<file path="config.mk">
export PLATFORM = sky130hd
export DESIGN_NAME = pipeline_ctrl
export DESIGN_NICKNAME = d
export VERILOG_FILES = /design/src/rtl/pipeline_ctrl_pkg.sv /design/src/rtl/pipeline_ctrl_hazard_detect.sv /design/src/rtl/pipeline_ctrl.sv
export SDC_FILE = /design/constraint.sdc
export NUM_CORES = 1
export LEC_CHECK = 0
export ABC_AREA = 1
export ABC_CLOCK_PERIOD_IN_PS = 2400
export CORE_AREA = 10 10 281 283
export DETAILED_ROUTE_END_ITERATION = 12
export DIE_AREA = 0 0 291 293
export GPL_TIMING_DRIVEN = 1
export PLACE_DENSITY = 0.37
export SLEW_MARGIN = 20
export SYNTH_ARGS = -nofsm -noshare
export SYNTH_HDL_FRONTEND = slang
export SYNTH_SLANG_ARGS = --single-unit
</file>
<file path="constraint.sdc">
create_clock -name clock -period 2.4 [get_ports clock]
set_input_delay 0.36 -clock clock [delete_from_list [all_inputs] [get_ports clock]]
set_output_delay 0.36 -clock clock [all_outputs]
set_load 0.02 [all_outputs]
</file>
<file path="src/rtl/pipeline_ctrl_pkg.sv">
// pipeline_ctrl_pkg
//   Shared definitions for the rv64IM pipeline hazard/sequencing controller:
//   controller state encoding, trap cause codes for dmem access faults, and
//   the helper that aligns mtvec into a fetch address.
package pipeline_ctrl_pkg;

  typedef enum logic [1:0] {
    PCTL_RUN   = 2'd0,
    PCTL_DWAIT = 2'd1,
    PCTL_TRAP  = 2'd2
  } pctl_state_e;

  localparam logic [63:0] CAUSE_LOAD_ACCESS_FAULT  = 64'd5;
  localparam logic [63:0] CAUSE_STORE_ACCESS_FAULT = 64'd7;

  // mtvec low bits carry the vector mode; the fetch target is always word aligned.
  localparam logic [63:0] TRAP_VEC_MASK = ~64'd3;

  function automatic logic [63:0] align_trap_vec(input logic [63:0] vec);
    return vec & TRAP_VEC_MASK;
  endfunction

endpackage

</file>
<file path="src/rtl/pipeline_ctrl_hazard_detect.sv">
// pipeline_ctrl_hazard_detect
//   Combinational load-use detector: flags when the instruction in ID reads
//   a register that a load currently in EX will write. x0 never hazards.
// Ports
//   id_rs1, id_rs2           in  5  source registers of the ID instruction
//   id_rs1_used, id_rs2_used in  1  source actually read
//   ex_load                  in  1  instruction in EX is a load
//   ex_rd                    in  5  destination of the EX instruction
//   load_use                 out 1  hazard present this cycle
module pipeline_ctrl_hazard_detect (
  input  logic [4:0] id_rs1,
  input  logic [4:0] id_rs2,
  input  logic       id_rs1_used,
  input  logic       id_rs2_used,
  input  logic       ex_load,
  input  logic [4:0] ex_rd,
  output logic       load_use
);

  // Compare both used sources against the load destination.
  always_comb begin
    load_use = 1'b0;
    if (ex_load && (ex_rd != 5'd0)) begin
      load_use = (id_rs1_used && (id_rs1 == ex_rd)) ||
                 (id_rs2_used && (id_rs2 == ex_rd));
    end else begin
      load_use = 1'b0;
    end
  end

endmodule

</file>
<file path="src/rtl/pipeline_ctrl.sv">
// pipeline_ctrl
//   Central hazard/sequencing controller of the 5-stage rv64IM pipeline.
//   Generates stall/flush for if_id, id_ex, ex_mem, a bubble for mem_wb, the
//   dmem kill, PC redirects (ID branch, trap vector, mret) and trap commits.
//   Fixed priority: WB exception/mret > dmem wait/timeout > MDU busy >
//   load-use > ID redirect. A dmem access that waits DMEM_TIMEOUT cycles is
//   killed and raises a load/store access fault.
//   Outputs are combinational from state and inputs; all forced to 0 while
//   reset is asserted.
// Ports
//   clock, reset (async, active low)
//   id_*      ID source regs/usage, ID redirect request and target
//   ex_*      EX load/rd, multi-cycle MDU busy
//   mem_*     MEM load/store/pc; dmem_ready completes the MEM access
//   wb_*      WB exception/mret, faulting pc and cause
//   mtvec, mepc  CSR values
//   stall/flush/bubble/kill controls, redirect_valid/pc, trap_commit/pc/cause
//   perf_stall_cnt, perf_flush_cnt  performance counters
// Configuration
//   PIPELINE_CTRL_PERF_EN: when defined, perf counters are built (64-bit,
//   wrapping); otherwise both counter ports are tied to 0.
module pipeline_ctrl
  import pipeline_ctrl_pkg::*;
#(
  parameter int DMEM_TIMEOUT = 64,
  parameter int CNT_W        = 7
) (
  input  logic        clock,
  input  logic        reset,
  input  logic [4:0]  id_rs1,
  input  logic [4:0]  id_rs2,
  input  logic        id_rs1_used,
  input  logic        id_rs2_used,
  input  logic        id_redirect,
  input  logic [63:0] id_target,
  input  logic        ex_load,
  input  logic [4:0]  ex_rd,
  input  logic        ex_mdu_busy,
  input  logic        mem_load,
  input  logic        mem_store,
  input  logic [63:0] mem_pc,
  input  logic        dmem_ready,
  input  logic        wb_exception,
  input  logic        wb_mret,
  input  logic [63:0] wb_pc,
  input  logic [63:0] wb_cause,
  input  logic [63:0] mtvec,
  input  logic [63:0] mepc,
  output logic        pc_stall,
  output logic        if_id_stall,
  output logic        if_id_flush,
  output logic        id_ex_stall,
  output logic        id_ex_flush,
  output logic        ex_mem_stall,
  output logic        ex_mem_flush,
  output logic        mem_wb_bubble,
  output logic        mem_kill,
  output logic        redirect_valid,
  output logic [63:0] redirect_pc,
  output logic        trap_commit,
  output logic [63:0] trap_pc,
  output logic [63:0] trap_cause,
  output logic [63:0] perf_stall_cnt,
  output logic [63:0] perf_flush_cnt
);

  pctl_state_e      state_r;
  pctl_state_e      state_next_s;
  logic [CNT_W-1:0] wait_cnt_r;
  logic [CNT_W-1:0] wait_cnt_next_s;
  logic             load_use_s;
  logic             mem_access_s;
  logic             timeout_s;

  pipeline_ctrl_hazard_detect u_hazard_detect (
    .id_rs1      (id_rs1),
    .id_rs2      (id_rs2),
    .id_rs1_used (id_rs1_used),
    .id_rs2_used (id_rs2_used),
    .ex_load     (ex_load),
    .ex_rd       (ex_rd),
    .load_use    (load_use_s)
  );

  assign mem_access_s = mem_load | mem_store;
  // This wait cycle is the last one allowed: the access is abandoned now.
  assign timeout_s    = (wait_cnt_r == CNT_W'(DMEM_TIMEOUT - 1));

  // State and dmem wait counter registers.
  always_ff @(posedge clock or negedge reset) begin
    if (!reset) begin
      state_r    <= PCTL_RUN;
      wait_cnt_r <= {CNT_W{1'b0}};
    end else begin
      state_r    <= state_next_s;
      wait_cnt_r <= wait_cnt_next_s;
    end
  end

  // Next-state and output decode with fixed hazard priority.
  always_comb begin
    pc_stall        = 1'b0;
    if_id_stall     = 1'b0;
    if_id_flush     = 1'b0;
    id_ex_stall     = 1'b0;
    id_ex_flush     = 1'b0;
    ex_mem_stall    = 1'b0;
    ex_mem_flush    = 1'b0;
    mem_wb_bubble   = 1'b0;
    mem_kill        = 1'b0;
    redirect_valid  = 1'b0;
    redirect_pc     = 64'd0;
    trap_commit     = 1'b0;
    trap_pc         = 64'd0;
    trap_cause      = 64'd0;
    state_next_s    = state_r;
    wait_cnt_next_s = wait_cnt_r;

    if (!reset) begin
      state_next_s    = PCTL_RUN;
      wait_cnt_next_s = {CNT_W{1'b0}};
    end else begin
      case (state_r)
        PCTL_TRAP: begin
          // Pipe was already flushed when the trap committed; any WB event
          // seen now belongs to a squashed instruction.
          redirect_valid  = 1'b1;
          redirect_pc     = align_trap_vec(mtvec);
          if_id_flush     = 1'b1;
          id_ex_flush     = 1'b1;
          wait_cnt_next_s = {CNT_W{1'b0}};
          state_next_s    = PCTL_RUN;
        end
        PCTL_RUN, PCTL_DWAIT: begin
          if (wb_exception || wb_mret) begin
            if_id_flush     = 1'b1;
            id_ex_flush     = 1'b1;
            ex_mem_flush    = 1'b1;
            mem_wb_bubble   = 1'b1;
            mem_kill        = 1'b1;
            wait_cnt_next_s = {CNT_W{1'b0}};
            if (wb_exception) begin
              trap_commit  = 1'b1;
              trap_pc      = wb_pc;
              trap_cause   = wb_cause;
              state_next_s = PCTL_TRAP;
            end else begin
              redirect_valid = 1'b1;
              redirect_pc    = mepc;
              state_next_s   = PCTL_RUN;
            end
          end else if (mem_access_s && !dmem_ready) begin
            pc_stall      = 1'b1;
            if_id_stall   = 1'b1;
            id_ex_stall   = 1'b1;
            mem_wb_bubble = 1'b1;
            if (timeout_s) begin
              // ex_mem is flushed rather than held so it is never both.
              ex_mem_flush    = 1'b1;
              mem_kill        = 1'b1;
              trap_commit     = 1'b1;
              trap_pc         = mem_pc;
              trap_cause      = mem_store ? CAUSE_STORE_ACCESS_FAULT
                                          : CAUSE_LOAD_ACCESS_FAULT;
              wait_cnt_next_s = {CNT_W{1'b0}};
              state_next_s    = PCTL_TRAP;
            end else begin
              ex_mem_stall    = 1'b1;
              wait_cnt_next_s = wait_cnt_r + CNT_W'(1);
              state_next_s    = PCTL_DWAIT;
            end
          end else begin
            wait_cnt_next_s = {CNT_W{1'b0}};
            state_next_s    = PCTL_RUN;
            if (ex_mdu_busy) begin
              pc_stall     = 1'b1;
              if_id_stall  = 1'b1;
              id_ex_stall  = 1'b1;
              ex_mem_flush = 1'b1;
            end else if (load_use_s) begin
              // The consumer stays in ID, so its branch decision is stale.
              pc_stall    = 1'b1;
              if_id_stall = 1'b1;
              id_ex_flush = 1'b1;
            end else if (id_redirect) begin
              redirect_valid = 1'b1;
              redirect_pc    = id_target;
              if_id_flush    = 1'b1;
            end else begin
              redirect_valid = 1'b0;
            end
          end
        end
        default: begin
          wait_cnt_next_s = {CNT_W{1'b0}};
          state_next_s    = PCTL_RUN;
        end
      endcase
    end
  end

`ifdef PIPELINE_CTRL_PERF_EN
  logic [63:0] perf_stall_r;
  logic [63:0] perf_flush_r;
  logic        flush_any_s;

  assign flush_any_s = if_id_flush | id_ex_flush | ex_mem_flush;

  // Free-running stall/flush cycle counters, wrapping at 2^64.
  always_ff @(posedge clock or negedge reset) begin
    if (!reset) begin
      perf_stall_r <= 64'd0;
      perf_flush_r <= 64'd0;
    end else begin
      if (pc_stall) begin
        perf_stall_r <= perf_stall_r + 64'd1;
      end else begin
        perf_stall_r <= perf_stall_r;
      end
      if (flush_any_s) begin
        perf_flush_r <= perf_flush_r + 64'd1;
      end else begin
        perf_flush_r <= perf_flush_r;
      end
    end
  end

  assign perf_stall_cnt = perf_stall_r;
  assign perf_flush_cnt = perf_flush_r;
`else
  assign perf_stall_cnt = 64'd0;
  assign perf_flush_cnt = 64'd0;
`endif

endmodule

</file>
==> summary.md <==
| Metric | Value |
|---|---|
| Status | finished with violations |
| Violated checks | negative setup slack |
| Routed Wire Length | about 54000 um |
| P_sw | around 1300 uW |
| Sw Share | 0.4500 |
| Post-synth cell types | 23 |
| Setup slack at placement | -0.8022 ns |
| Vias per cell | roughly 3.3 |
| Slowest CP cell | dfrtp_1 |
| Boundary Pins | approximately 740 |
| RSZ-0062 raised after global routing | true |
| Crit path cell chain | ha_2 > nand4_1 > nor3_2 > nand2_2 > nor2_4 > buf_12 > buf_12 > buf_4 > nand2_2 > a21oi_2 > buf_6 |
| Fin crit share | 1.056 |
| Share of layout cells above drive strength 1 | 0.2459 |
| Initial antenna violation count | 9 |
| First-pass GRT wire length | between 70000 and 80000 um |
| Htree depth | 1 |
| Rows | 100 |
| Post-CTS Hold Fix Bufs | 0 |
| CP startpoint kind | flip-flop |
| Lkg Pwr | about 0.0066 uW |
| Top post-synthesis cells by area | nand2_1, buf_4, nand3b_1, a21oi_1, nor2_1 |
| Vias in the first global route | ~9800 |
| Port Buffers | approximately 610 |
| Nets | ~2200 |
| # setup viols final | 61 |
| Cell taking the most area after synthesis | nand2_1 |
| Die Y | around 300 um |
| FF/Latch Area | ~230 um^2 |
| CP max FO | 7 |
| Initial core utilization | 0.07134 |
| Logic pwr share | 0.842 |
| WHS | roughly 0.15 ns |
| Critical path's largest stage delay | about 0.35 ns |
| CP arrival | ~2.2 ns |
| Violation count after the first detailed-route iteration | 267 |
| CTS tree | yes |
| Worst Clk Skew | 0.001895 ns |
| R2R Setup Slk | ~0.67 ns |
| Area delta synth->final | 170.5% |
| DIE AREA | approximately 85000 um^2 |
| Clock slew at reported path FFs | approximately 0.04 ns |
| Total GRT Usage | 0.1113 |
| Share of the synthesized area in the top cell type | 0.4291 |
| Post-Syn Area | about 5200 um^2 |
| Skew-Pair Late Insertion Delay | around 0.23 ns |
| GPL Wtd Cong | about 0.83 |
| Power share of the clock group | 0.103 |
| Post-detail-place hpwl | about 43000 um |
| Int Power | about 1600 uW |
| PnR worst setup slack | -0.1342 ns |
| Via count | 9086 |
| Synthesized area per cell | 4.785 um^2 |
| Largest net degree at the start of global routing | 61 |
| Clock sink total | 9 |
| Post-synthesis sequential area ratio | 0.04291 |
| Max-cap violation count | 0 |
| Synth warn | 0 |
| Peak VDD IR | between 0.2 and 0.25 mV |
| Count of pins over their slew limit | 0 |
| Critical path type | reg -> out |
| Synthesized instance count | approximately 1100 |
| Mean routed wirelength per cell | just under 20 um |
| Setup total negative slack | -5.357 ns |
| Fillers | 8478 |
| Hold violation count in the final report | 0 |
| Die width | just under 300 um |
| Remaining antenna violation count | 0 |
| CTS root buf | clkbuf_16 |
| Gr ovfl total | 0 |
| Maximum root-to-sink buffer count | 2 |
| Critical path required time | 2.04 ns |
| Min cycle time layout | between 2 and 3 ns |
| PwrDens | ~200 nW/um^2 |
| Total power | 2840 uW |
| Hold Crit Class | in -> async |
| Yosys reg bits | 9 |
| TritonRoute pass-1 iters | 4 |
| Sequential power share | 0.055 |
| Area taken by multi-input logic gates | around 4600 um^2 |
| Post-layout util | 0.1930 |
| Max Fclk | about 400 MHz |
| Core box area | 73570 um^2 |
| DR DRC count | 0 |
| CP endpoint kind | primary output |
| Num CTS Buffers | 3 |
routing by layer:
layer | routed length, um | track usage | up-vias
met4 | 574 | 0.01496 | 10
met5 | 65 | 0 | -
li1 | - | - | 4490
met1 | 22010 | 0.1253 | 4130
met3 | 4077 | 0.03711 | 34
met2 | 26850 | 0.2046 | 422
flip-flops by register name, indices dropped and copies added (netlist names):
signal      flops
state_r         2
wait_cnt_r      7
Yosys cell counts:
cell type  count
buf_1          9
nor2_1        92
a21boi_0       1
nor3_2         1
ha_1           1
clkbuf_1      36
nand3b_1      61
buf_2         22
o21ai_0        3
conb_1         1
nor2_2         3
nand2_1      600
dfrtp_1        9
nor2_4         2
inv_1         26
nor3_1         1
nand3_1       16
buf_4        136
inv_2          2
nand4_1        4
a21oi_1       69
a31o_2         1
xor2_1         1
through the flow:
| step | cells | area, um^2 |
|---|---|---|
| 3_5_place_dp | 2686 | 12690 |
| 4_1_cts | 2732 | 13360 |
| 6_report | 2760 | 14200 |
| 3_3_place_gp | 2686 | 12690 |
| 5_1_grt | 2760 | 14200 |
| 2_1_floorplan | 1224 | 5725 |
logic make-up (layout without fill, tap and decap cells):
| logic type | after synthesis | count (layout) | synth area share |
|---|---|---|---|
| flip-flops | 9 | 9 | 0.04291 |
| adder cells (fa/ha/maj) | 1 | 1 | 0.002383 |
| other | 1 | 130 | 0.0007145 |
| buffers and inverters | 231 | 796 | 0.2677 |
| XOR/XNOR | 1 | 1 | 0.001669 |
| AND/OR/NAND/NOR | 780 | 780 | 0.6129 |
| AO/OA/AOI/OAI | 74 | 74 | 0.07175 |
power by group through the flow:
stage,logic [uW],clock network [uW],registers [uW]
global placement,2210,0,158
global route,2560,308,157
finish,2390,293,157
CTS,2270,301,157
floorplan,965,0,158
detailed placement,2200,0,158
layout by cell type, fill, tap and decap left out, types with 6 or more instances in the layout:
cell type	n
nand3_1	15
buf_12	42
dlygate4sd2_1	48
buf_16	10
nand2_1	557
clkbuf_2	16
dfrtp_1	9
buf_8	6
clkdlybuf4s15_2	16
a21oi_2	39
conb_1	128
clkdlybuf4s50_1	383
buf_4	111
nand3b_1	61
nand2_4	12
nor2_4	10
buf_2	38
inv_2	8
nor2_1	82
nand2_2	30
inv_1	18
clkdlybuf4s15_1	15
a21oi_4	9
a21oi_1	21
clkbuf_16	13
buf_6	64
layout make-up:
| class | instances | area share |
|---|---|---|
| sequential | 9 | 0.01586 |
| tap | 969 | 0.08540 |
| antenna | 2 | 0.0003525 |
| inverter | 28 | 0.007932 |
| timing repair buffer | 764 | 0.5598 |
| clock buffer | 4 | 0.005552 |
| multi-input combinational | 984 | 0.3251 |
critical path, delay by kind of cell, from the launching register on:
kind / cells / cell delay [ns]
flops: 1 / 0.35
compound gates: 1 / 0.14
fa+ha+maj: 1 / 0.18
buf+inv: 4 / 0.54
simple gates: 5 / 0.71
what timing repair did:
item	in CTS	in global routing
resized for setup	704	187
buffers inserted	35	19
setup endpoints to repair	198	172
cloned	10	10
pin swaps	27	50
path summary, 6_finish.rpt:
path | from | to | depth (start not counted)
min in group clock | wait_cnt_r[6] | wait_cnt_r[6] | 2
max in group asynchronous | reset | state_r[1] | 2
setup / recovery | wait_cnt_r[0] | trap_pc[7] | 11
hold reg to reg | wait_cnt_r[6] | wait_cnt_r[6] | 2
setup reg to reg | wait_cnt_r[0] | state_r[1] | 10
hold / removal | reset | wait_cnt_r[2] | 2
Note: power is estimated with default switching activity, not from simulation.
